===== src/rtl/cu_test_sequencer.sv =====
// ---------------------------------------------------------------------------
// cu_test_sequencer
//   Bring-up sequencer for the SPARC datapath/CU pair. It copies a program
//   image from a source ROM into datapath RAM and holds the DUT in reset for
//   a fixed interval. It then issues a programmable number of clock-enable
//   steps and records a multi-channel trace into a circular buffer. The
//   buffer can be popped once the sequence has finished.
//
// Ports
//   Clk, Reset      : rising-edge clock, synchronous active-low reset
//   start           : one-cycle pulse; accepted only in IDLE or DONE
//   run_cycles      : number of DUT steps, latched when start is accepted
//   src_addr/data   : program ROM read port (data combinational from addr)
//   mem_we/addr/wdata : datapath RAM write port, active during LOAD
//   dut_reset_n     : active-low reset to the DUT
//   dut_step        : DUT clock enable, one pulse per step
//   trc_in          : concatenated trace channels, channel 0 in the LSBs
//   trc_rd_en       : pop the oldest trace entry (honoured only when idle)
//   trc_rd_data/valid : popped entry, valid the cycle after trc_rd_en
//   trc_count       : number of entries held
//   trc_ovf         : sticky flag; an entry was overwritten
//   busy, done      : sequence status
// ---------------------------------------------------------------------------

// Storage for one trace channel. There is one instance per channel so that
// each channel maps onto its own narrow RAM.
module cu_trace_lane #(
    parameter int DATA_W = 32,
    parameter int DEPTH  = 16,
    parameter int PTR_W  = 4
) (
    input  logic              Clk,
    input  logic              wr_en,
    input  logic [PTR_W-1:0]  wr_ptr,
    input  logic [DATA_W-1:0] wr_data,
    input  logic [PTR_W-1:0]  rd_ptr,
    output logic [DATA_W-1:0] rd_data
);
    logic [DATA_W-1:0] mem [DEPTH];

    always_ff @(posedge Clk) begin
        if (wr_en) mem[wr_ptr] <= wr_data;
    end

    assign rd_data = mem[rd_ptr];
endmodule

module cu_test_sequencer #(
    parameter int DATA_W      = 32,
    parameter int ADDR_W      = 7,
    parameter int LOAD_WORDS  = 128,
    parameter int RST_HOLD    = 4,
    parameter int TRACE_CH    = 3,
    parameter int TRACE_DEPTH = 16
) (
    input  logic                         Clk,
    input  logic                         Reset,
    input  logic                         start,
    input  logic [15:0]                  run_cycles,
    output logic [ADDR_W-1:0]            src_addr,
    input  logic [DATA_W-1:0]            src_data,
    output logic                         mem_we,
    output logic [ADDR_W-1:0]            mem_addr,
    output logic [DATA_W-1:0]            mem_wdata,
    output logic                         dut_reset_n,
    output logic                         dut_step,
    input  logic [TRACE_CH*DATA_W-1:0]   trc_in,
    input  logic                         trc_rd_en,
    output logic [TRACE_CH*DATA_W-1:0]   trc_rd_data,
    output logic                         trc_rd_valid,
    output logic [$clog2(TRACE_DEPTH):0] trc_count,
    output logic                         trc_ovf,
    output logic                         busy,
    output logic                         done
);
    localparam int PTR_W = $clog2(TRACE_DEPTH);
    localparam int CNT_W = PTR_W + 1;
    // One counter is shared by LOAD, HOLD and RUN. LOAD_WORDS and RST_HOLD
    // must therefore fit in 16 bits, which is the width of run_cycles.
    localparam int SEQ_W = 16;

    typedef enum logic [2:0] {
        S_IDLE, S_LOAD, S_HOLD, S_RUN, S_DRAIN, S_DONE
    } state_t;

    state_t            state, state_nxt;
    logic [SEQ_W-1:0]  seq_cnt;
    logic [15:0]       run_lat;
    logic              start_acc;
    logic              cap_vld;   // the step issued last cycle is now visible on trc_in
    logic              rd_ok;

    logic [PTR_W-1:0]  wr_ptr, rd_ptr;
    logic [TRACE_CH-1:0][DATA_W-1:0] trc_in_ch;
    logic [TRACE_CH-1:0][DATA_W-1:0] lane_rd;

    assign start_acc = start && (state == S_IDLE || state == S_DONE);

    // ---------------- FSM: state register ----------------
    always_ff @(posedge Clk) begin
        if (!Reset) state <= S_IDLE;
        else        state <= state_nxt;
    end

    // ---------------- FSM: next state ----------------
    always_comb begin
        state_nxt = state;
        case (state)
            S_IDLE:  if (start) state_nxt = S_LOAD;
            S_LOAD:  if (seq_cnt == SEQ_W'(LOAD_WORDS - 1)) state_nxt = S_HOLD;
            S_HOLD:  if (seq_cnt == SEQ_W'(RST_HOLD - 1))   state_nxt = S_RUN;
            S_RUN: begin
                // A zero-length run skips DRAIN because nothing was captured.
                if (run_lat == 16'd0)                  state_nxt = S_DONE;
                else if (seq_cnt == run_lat - 16'd1)   state_nxt = S_DRAIN;
            end
            S_DRAIN: state_nxt = S_DONE;
            S_DONE:  if (start) state_nxt = S_LOAD;
            default: state_nxt = S_IDLE;
        endcase
    end

    // ---------------- FSM: outputs ----------------
    always_comb begin
        src_addr    = '0;
        mem_we      = 1'b0;
        mem_addr    = '0;
        mem_wdata   = '0;
        dut_reset_n = 1'b0;
        dut_step    = 1'b0;
        busy        = 1'b0;
        done        = 1'b0;
        case (state)
            S_LOAD: begin
                // ROM read and RAM write happen in the same cycle.
                src_addr  = seq_cnt[ADDR_W-1:0];
                mem_we    = 1'b1;
                mem_addr  = seq_cnt[ADDR_W-1:0];
                mem_wdata = src_data;
                busy      = 1'b1;
            end
            S_HOLD: busy = 1'b1;
            S_RUN: begin
                dut_reset_n = 1'b1;
                dut_step    = (run_lat != 16'd0);
                busy        = 1'b1;
            end
            S_DRAIN: begin
                dut_reset_n = 1'b1;
                busy        = 1'b1;
            end
            S_DONE: begin
                dut_reset_n = 1'b1;
                done        = 1'b1;
            end
            default: ;
        endcase
    end

    // Phase counter restarts on every state change.
    always_ff @(posedge Clk) begin
        if (!Reset)                  seq_cnt <= '0;
        else if (state != state_nxt) seq_cnt <= '0;
        else if (busy)               seq_cnt <= seq_cnt + SEQ_W'(1);
    end

    always_ff @(posedge Clk) begin
        if (!Reset)         run_lat <= '0;
        else if (start_acc) run_lat <= run_cycles;
    end

    always_ff @(posedge Clk) begin
        if (!Reset) cap_vld <= 1'b0;
        else        cap_vld <= dut_step;
    end

    // ---------------- trace buffer ----------------
    assign trc_in_ch = trc_in;

    for (genvar c = 0; c < TRACE_CH; c++) begin : g_lane
        cu_trace_lane #(
            .DATA_W (DATA_W),
            .DEPTH  (TRACE_DEPTH),
            .PTR_W  (PTR_W)
        ) u_lane (
            .Clk     (Clk),
            .wr_en   (cap_vld),
            .wr_ptr  (wr_ptr),
            .wr_data (trc_in_ch[c]),
            .rd_ptr  (rd_ptr),
            .rd_data (lane_rd[c])
        );
    end

    // Captures only happen while busy and reads only while idle, so the two
    // never compete for the pointers.
    assign rd_ok = trc_rd_en && !busy && (trc_count != '0);

    always_ff @(posedge Clk) begin
        if (!Reset) begin
            wr_ptr       <= '0;
            rd_ptr       <= '0;
            trc_count    <= '0;
            trc_ovf      <= 1'b0;
            trc_rd_valid <= 1'b0;
            trc_rd_data  <= '0;
        end else begin
            trc_rd_valid <= 1'b0;
            if (start_acc) begin
                // A new sequence wins over a concurrent read.
                wr_ptr    <= '0;
                rd_ptr    <= '0;
                trc_count <= '0;
                trc_ovf   <= 1'b0;
            end else if (cap_vld) begin
                wr_ptr <= wr_ptr + PTR_W'(1);
                if (trc_count == CNT_W'(TRACE_DEPTH)) begin
                    // Full: the oldest entry is overwritten, so skip past it.
                    rd_ptr  <= rd_ptr + PTR_W'(1);
                    trc_ovf <= 1'b1;
                end else begin
                    trc_count <= trc_count + CNT_W'(1);
                end
            end else if (rd_ok) begin
                trc_rd_data  <= lane_rd;
                trc_rd_valid <= 1'b1;
                rd_ptr       <= rd_ptr + PTR_W'(1);
                trc_count    <= trc_count - CNT_W'(1);
            end
        end
    end
endmodule

===== config.mk =====
export PLATFORM = sky130hd
export DESIGN_NAME = cu_test_sequencer
export DESIGN_NICKNAME = d
export VERILOG_FILES = /design/src/rtl/cu_test_sequencer.sv
export SDC_FILE = /design/constraint.sdc
export NUM_CORES = 2
export LEC_CHECK = 0
export ABC_AREA = 1
export BUFFER_PORTS_ARGS = -buffer_cell sky130_fd_sc_hd__buf_2
export CAP_MARGIN = 20
export CORE_MARGIN = 1
export CORE_UTILIZATION = 50
export CTS_CLUSTER_DIAMETER = 30
export DETAILED_ROUTE_END_ITERATION = 6
export PLACE_DENSITY = 0.67
export SLEW_MARGIN = 40
export SYNTH_ARGS = -nofsm -noshare
export SYNTH_HDL_FRONTEND = slang
export SYNTH_SLANG_ARGS = --single-unit

===== constraint.sdc =====
create_clock -name Clk -period 7.04 [get_ports Clk]
set_clock_uncertainty 0.15 [all_clocks]
set_input_delay 1.408 -clock Clk [delete_from_list [all_inputs] [get_ports Clk]]
set_output_delay 1.408 -clock Clk [all_outputs]
set_load 0.03 [all_outputs]

## After elaboration in Yosys (flattened, before gate mapping)

Memory sizes are Yosys's and may differ from the RTL's. A register that Yosys moved wholly into a read port is not among the register bits.
Index checks and enable logic that the tools add are counted.
Widths: inputs -> output; s select.

- Bits in registers: 51
- Latch bits: 0
- Bits in writable memories: 1536
- Bits in read-only memories: 0
- Input port bits: 148
- Output and inout bits: 154
- Word-level logic and storage cells: 78
- Memories kept: 3

- Add/sub/neg operators: 6
- Multiply operators: 0
- Div/mod/pow operators: 0
- $lt $le $gt $ge: 0
- Eq/ne operators: 12
- Shift operators: 0
- Mux-type cells: 22
- Bitwise gates (word level): 3
- Reductions and logical operators: 23

Memory list:

| name | depth | bits a word | rd ports | clocked after memory_dff | write ports | RTL line | source |
|---|---|---|---|---|---|---|---|
| g_lane[0].u_lane.mem | 16 | 32 | 1 | 1 | 1 | 39 | `logic [DATA_W-1:0] mem [DEPTH];` |
| g_lane[1].u_lane.mem | 16 | 32 | 1 | 1 | 1 | 39 |  |
| g_lane[2].u_lane.mem | 16 | 32 | 1 | 1 | 1 | 39 |  |

Operator list:

| kind | count |
|---|---|
| $mux 32 | 1 |
| $add 16x1->16 const B | 1 |
| $eq 16x16->1 | 1 |
| $eq 16x2->1 const B | 1 |
| $eq 16x7->1 const B | 1 |
| $logic_not 16->1 | 1 |
| $reduce_bool 16->1 | 1 |
| $sub 16x1->16 const B | 1 |
| $mux 3 | 5 |
| $mux 5 | 3 |
| $pmux 3 s5 | 1 |
| $mux 4 | 3 |
| $add 4x1->4 const B | 2 |
| $mux 1 | 8 |
| $mux 7 | 1 |
| $eq 3x2->1 const B | 2 |
| $eq 3x3->1 const B | 2 |
| $reduce_and 2->1 | 3 |
| $reduce_or 2->1 | 3 |
| $reduce_or 3->1 | 2 |
| $add 5x1->5 const B | 1 |
| $eq 5x5->1 const B | 1 |
| $reduce_bool 5->1 | 1 |
| $sub 5x1->5 const B | 1 |
| 12 further kinds | 19 |

## Logic depth before layout (Yosys ltp)

- Word-level depth: 8
- Gate-level depth with buffers: 19
- Gate-level depth less buffers: 18

## Cells and area by module

A second synthesis with hierarchy kept.

- Cells, all modules: 7210
- Area total of the unflattened synthesis: 73115.1 um2

By module, submodules not included:

| module | instances | cells an instance | area an instance (um2) | sequential area each (um2) |
|---|---|---|---|---|
| cu_trace_lane | 3 | 2088 | 22089.9 | 15374.7 |
| cu_test_sequencer | 1 | 946 | 6845.3 | 2942.8 |

## Least setup slack after synthesis

Ideal clock, no wire load.

- Path kind: register to register
- Start point: register cap_vld
- End point: memory g_lane[0].u_lane.mem[15][0], enable pin
- Library setup time: 551 ps
- Data arrival time: 4806 ps
- Required time: 6339 ps
- Path slack: 1532 ps
- Cell stages (with the launch flop): 4
- Buffers on the path: 1
- Period minus slack after synthesis: 5508 ps
- Path through: dfxtp_1 clkbuf_1 nand2_1 nor2_1

- Cells in the longest elaborated chain, start to end: 2

RTL lines:

| element | RTL line | source |
|---|---|---|
| from (decl) | 90 | `logic cap_vld;` |
| from (signal assigned) | 174 | `else cap_vld <= dut_step;` |
| $mux 1 | 42 | `if (wr_en) mem[wr_ptr] <= wr_data;` |
| $mux 1 (not written as such) | 42 |  |
| to (decl) | 39 |  |

Every way passes these cells.

## Final worst setup path

- Start point: register run_lat[0]
- End point: output dut_step

- Cells in the longest elaborated chain, start to end: 2

RTL lines:

| element | RTL line | source |
|---|---|---|
| from (decl) | 88 | `logic [15:0] run_lat;` |
| from (signal assigned) | 169 | `else if (start_acc) run_lat <= run_cycles;` |
| $reduce_bool 16->1 | 145 | `dut_step = (run_lat != 16'd0);` |
| $mux 1 | 133 | `case (state)` |
| to (decl) | 66 | `output logic dut_step,` |

Every way passes these cells.

==> results.json <==
{
  "outcome": "completed",
  "timing.critical_path.arrival_ns": 2.59,
  "gr-usage-met2_pct": 43.1,
  "hpwl_mm": 83.5,
  "most_used_dff_post_synth": "edfxtp_1",
  "overall_power_after_layout_mw": 27.1,
  "setup_viol": 0,
  "most-common-layout-cells": "edfxtp_1, nor2_1, o21ai_0",
  "synth_cell_types": 43,
  "layout.cells.most_common": "edfxtp_1",
  "ir_drop_mv": 0.259,
  "gr-usage-met3_pct": 6.94,
  "io_pins": 302,
  "slew_headroom_pct": 38.2,
  "cts.htree.levels": 5,
  "antenna_violating_nets_post_route": 0,
  "first_global_vias": 43089,
  "postSynthAreaPerCell_um2": 12.8,
  "first_iteration_detailed_routing_drc_count": 4705,
  "worst_setup_hold_path_clk_slew_ns": 0.04,
  "die_area_mm2": 0.134,
  "finalCritPeriodShare_pct": 58.9,
  "cts.path.max_buffers": 4,
  "max_clock_freq_ghz": 0.241,
  "number_of_buffers_created_by_cts": 336,
  "groute.usage.overall_pct": 27.0,
  "grt_setup_unrepaired": "no",
  "rows": 132,
  "dr_total_vias": 44461,
  "yosysWarnings": 0,
  "hold_path.class": "flip-flop to flip-flop",
  "yosys_register_bits": 1683,
  "grt_first_pass_wirelength_mm": 268,
  "worst-endpoint-required_ns": 5.48,
  "async_reset_ff_share_pct": 0,
  "drv.max_cap_violation_count": 0,
  "route.detailed.vias_per_inst": 5.91,
  "number_of_enable_type_register_cells_in_the_synthesized_netlist": 1536,
  "fin_tns_setup_ns": 0,
  "critical-path-max-stage-delay_ns": 0.32,
  "crit_path_cell_trace": "inv_2 > ha_1 > nand3_4 > nor2_4 > nand2_1 > nor2_1 > nor2_1 > buf_2",
  "post_drt_wl_per_cell_um": 24.1,
  "maximum_number_of_pins_on_one_net_before_global_route_repair": 211,
  "place.gp.congestion": 0.783,
  "critical-path-slowest-cell": "dfxtp_1",
  "netlist_area_mm2": 0.0660,
  "max_slew.worst_pin.slew_ns": 0.927,
  "initial_utilization_pct": 50.7,
  "drv_slew": 0,
  "die_w_um": 365,
  "synth_fp_nets": 5319,
  "gr-total-overflow": 0,
  "timing.final.crit_period_ns": 4.14,
  "cts_num_sinks": 1683,
  "synthesis.instances": 5160,
  "area.growth.synth_to_final_pct": 22.6,
  "worstSetupStartpointType": "flip-flop",
  "grt_use_met1_pct": 35.7,
  "routed_wl_mm": 181,
  "die_y_um": 365,
  "static-leakage-power_nw": 28.7,
  "clk_latency_ns": 0.93,
  "criticalPathCategory": "flip-flop to output port",
  "crit_path_frequent_cell": "nor2_1",
  "design.core.area_mm2": 0.130,
  "cts_tree": "done",
  "pwr_density_cell_mw_per_mm2": 334,
  "antenna_found_initial": 40,
  "fin_nets": 5664,
  "ctsResizeCount": 0,
  "worstPathMaxFanout": 7,
  "postCtsSetupBuffers": 0,
  "critical_path.endpoint_type": "output port",
  "busiest_layer": "met2",
  "drive_gt1_share_pct": 17.1,
  "number_of_hold_slack_violations_in_the_final_timing_report": 0,
  "detailedRoute.firstPassIterationCount": 5,
  "port_buf_inserts": 301,
  "quantity_of_hold_fixing_buffers_added_after_cts": 0,
  "cts_root_buf": "clkbuf_16",
  "seq_area_frac_synth_pct": 74.3,
  "drt_drc_violations_left": 0
}
[logic make-up after synthesis]
kind of cell,Yosys count,synth area share [%]
adder cells (fa/ha/maj),11,0.220
flip-flops,1683,74.3
AND/OR/NAND/NOR,1277,7.81
buffers and inverters,558,3.32
XOR/XNOR,28,0.371
AO/OA/AOI/OAI,1603,14.0
[metal layers]
layer  share of wire [%]  routed length, µm
met1                  40              72600
met2                  48              86500
met3                 9.5              17200
met4                 2.7               4810
met5                0.11                206
[area by class of cell]
cell class,count,area (µm²)
clock inverter,211,2450
timing repair buffer,373,2660
sequential,1683,49100
clock buffer,389,8860
antenna,17,42.5
tap,1742,2180
multi-input combinational,2919,14900
inverter,192,756
fill,9595,49400
[final timing paths]
check / startpoint / endpoint / slack [ns] / cells after the start
worst max-delay path: run_lat[0]$_SDFFE_PN0P_ / dut_step / 2.90 / 8
worst min-delay path: trc_count[4]$_SDFFE_PP0P_ / trc_count[4]$_SDFFE_PP0P_ / 0.34 / 1
worst max register to register: rd_ptr[0]$_SDFFE_PP0P_ / trc_rd_data[88]$_SDFFE_PN0P_ / 3.30 / 9
worst min register to register: trc_count[4]$_SDFFE_PP0P_ / trc_count[4]$_SDFFE_PP0P_ / 0.34 / 1
[state kept, by name (all words and copies together), names as in the netlist]
name and cells:
seq_cnt 16, g_lane.u_lane.mem 1536, run_lat 16, trc_count 5, wr_ptr 4, rd_ptr 4, trc_rd_valid 1, cap_vld 1
trc_ovf 1, trc_rd_data 96, state 3
[worst max-delay path: cells and delay by family, from the launching register on]
family                   cells  cell delay (ns)
flip-flops                   1             0.32
adder cells (fa/ha/maj)      1             0.27
buffers and inverters        2             0.34
AND/OR/NAND/NOR              5             0.80
[stage by stage]
step | utilization (%) | hold slack (ns) | area (µm²) | setup WS, ns | cells
3_3_place_gp | 53.0 | 0.335 | 69100 | 2.71 | 6890
6_report | 62.1 | 0.344 | 81000 | 2.90 | 7526
2_1_floorplan | - | 0.331 | 66000 | 1.53 | 5160
3_5_place_dp | 53.3 | 0.342 | 69500 | 2.64 | 6904
5_1_grt | 62.1 | 0.356 | 80900 | 2.71 | 7519
4_1_cts | 62.0 | 0.352 | 80800 | 2.83 | 7504
[Yosys cell counts (2+ instances only)]
cell	instances	area, µm²
nand3_1	62	310
o22ai_1	320	2000
xor2_1	17	149
buf_4	7	52.6
inv_1	183	687
inv_2	6	22.5
o32ai_1	16	140
nor3_1	4	20.0
xnor2_1	11	96.3
o21bai_1	97	728
nand2_1	131	492
nor3_2	2	20.0
nand4_1	6	37.5
nor2_1	1022	3840
clkinv_1	3	11.3
ha_1	10	125
o221ai_1	109	955
nand3b_1	3	22.5
nor4_1	6	37.5
o21ai_0	903	4520
dfxtp_1	147	2940
buf_6	4	45.0
or2_2	3	18.8
nand3_2	2	20.0
o21a_1	2	15.0
o211ai_1	36	270
a21oi_1	118	591
edfxtp_1	1536	46100
nand2_2	7	43.8
buf_1	31	116
nand3_4	2	35.0
nor2_4	16	180
buf_2	21	105
nor2_2	7	43.8
clkbuf_1	302	1130
[report_power, final]
part	switching [mW]	internal, mW	leakage [nW]
combinational	0.292	0.0970	8.32
clock	5.16	10.6	5.44
sequential	0.0162	10.9	15.0
(Power assumes the default switching activity.)
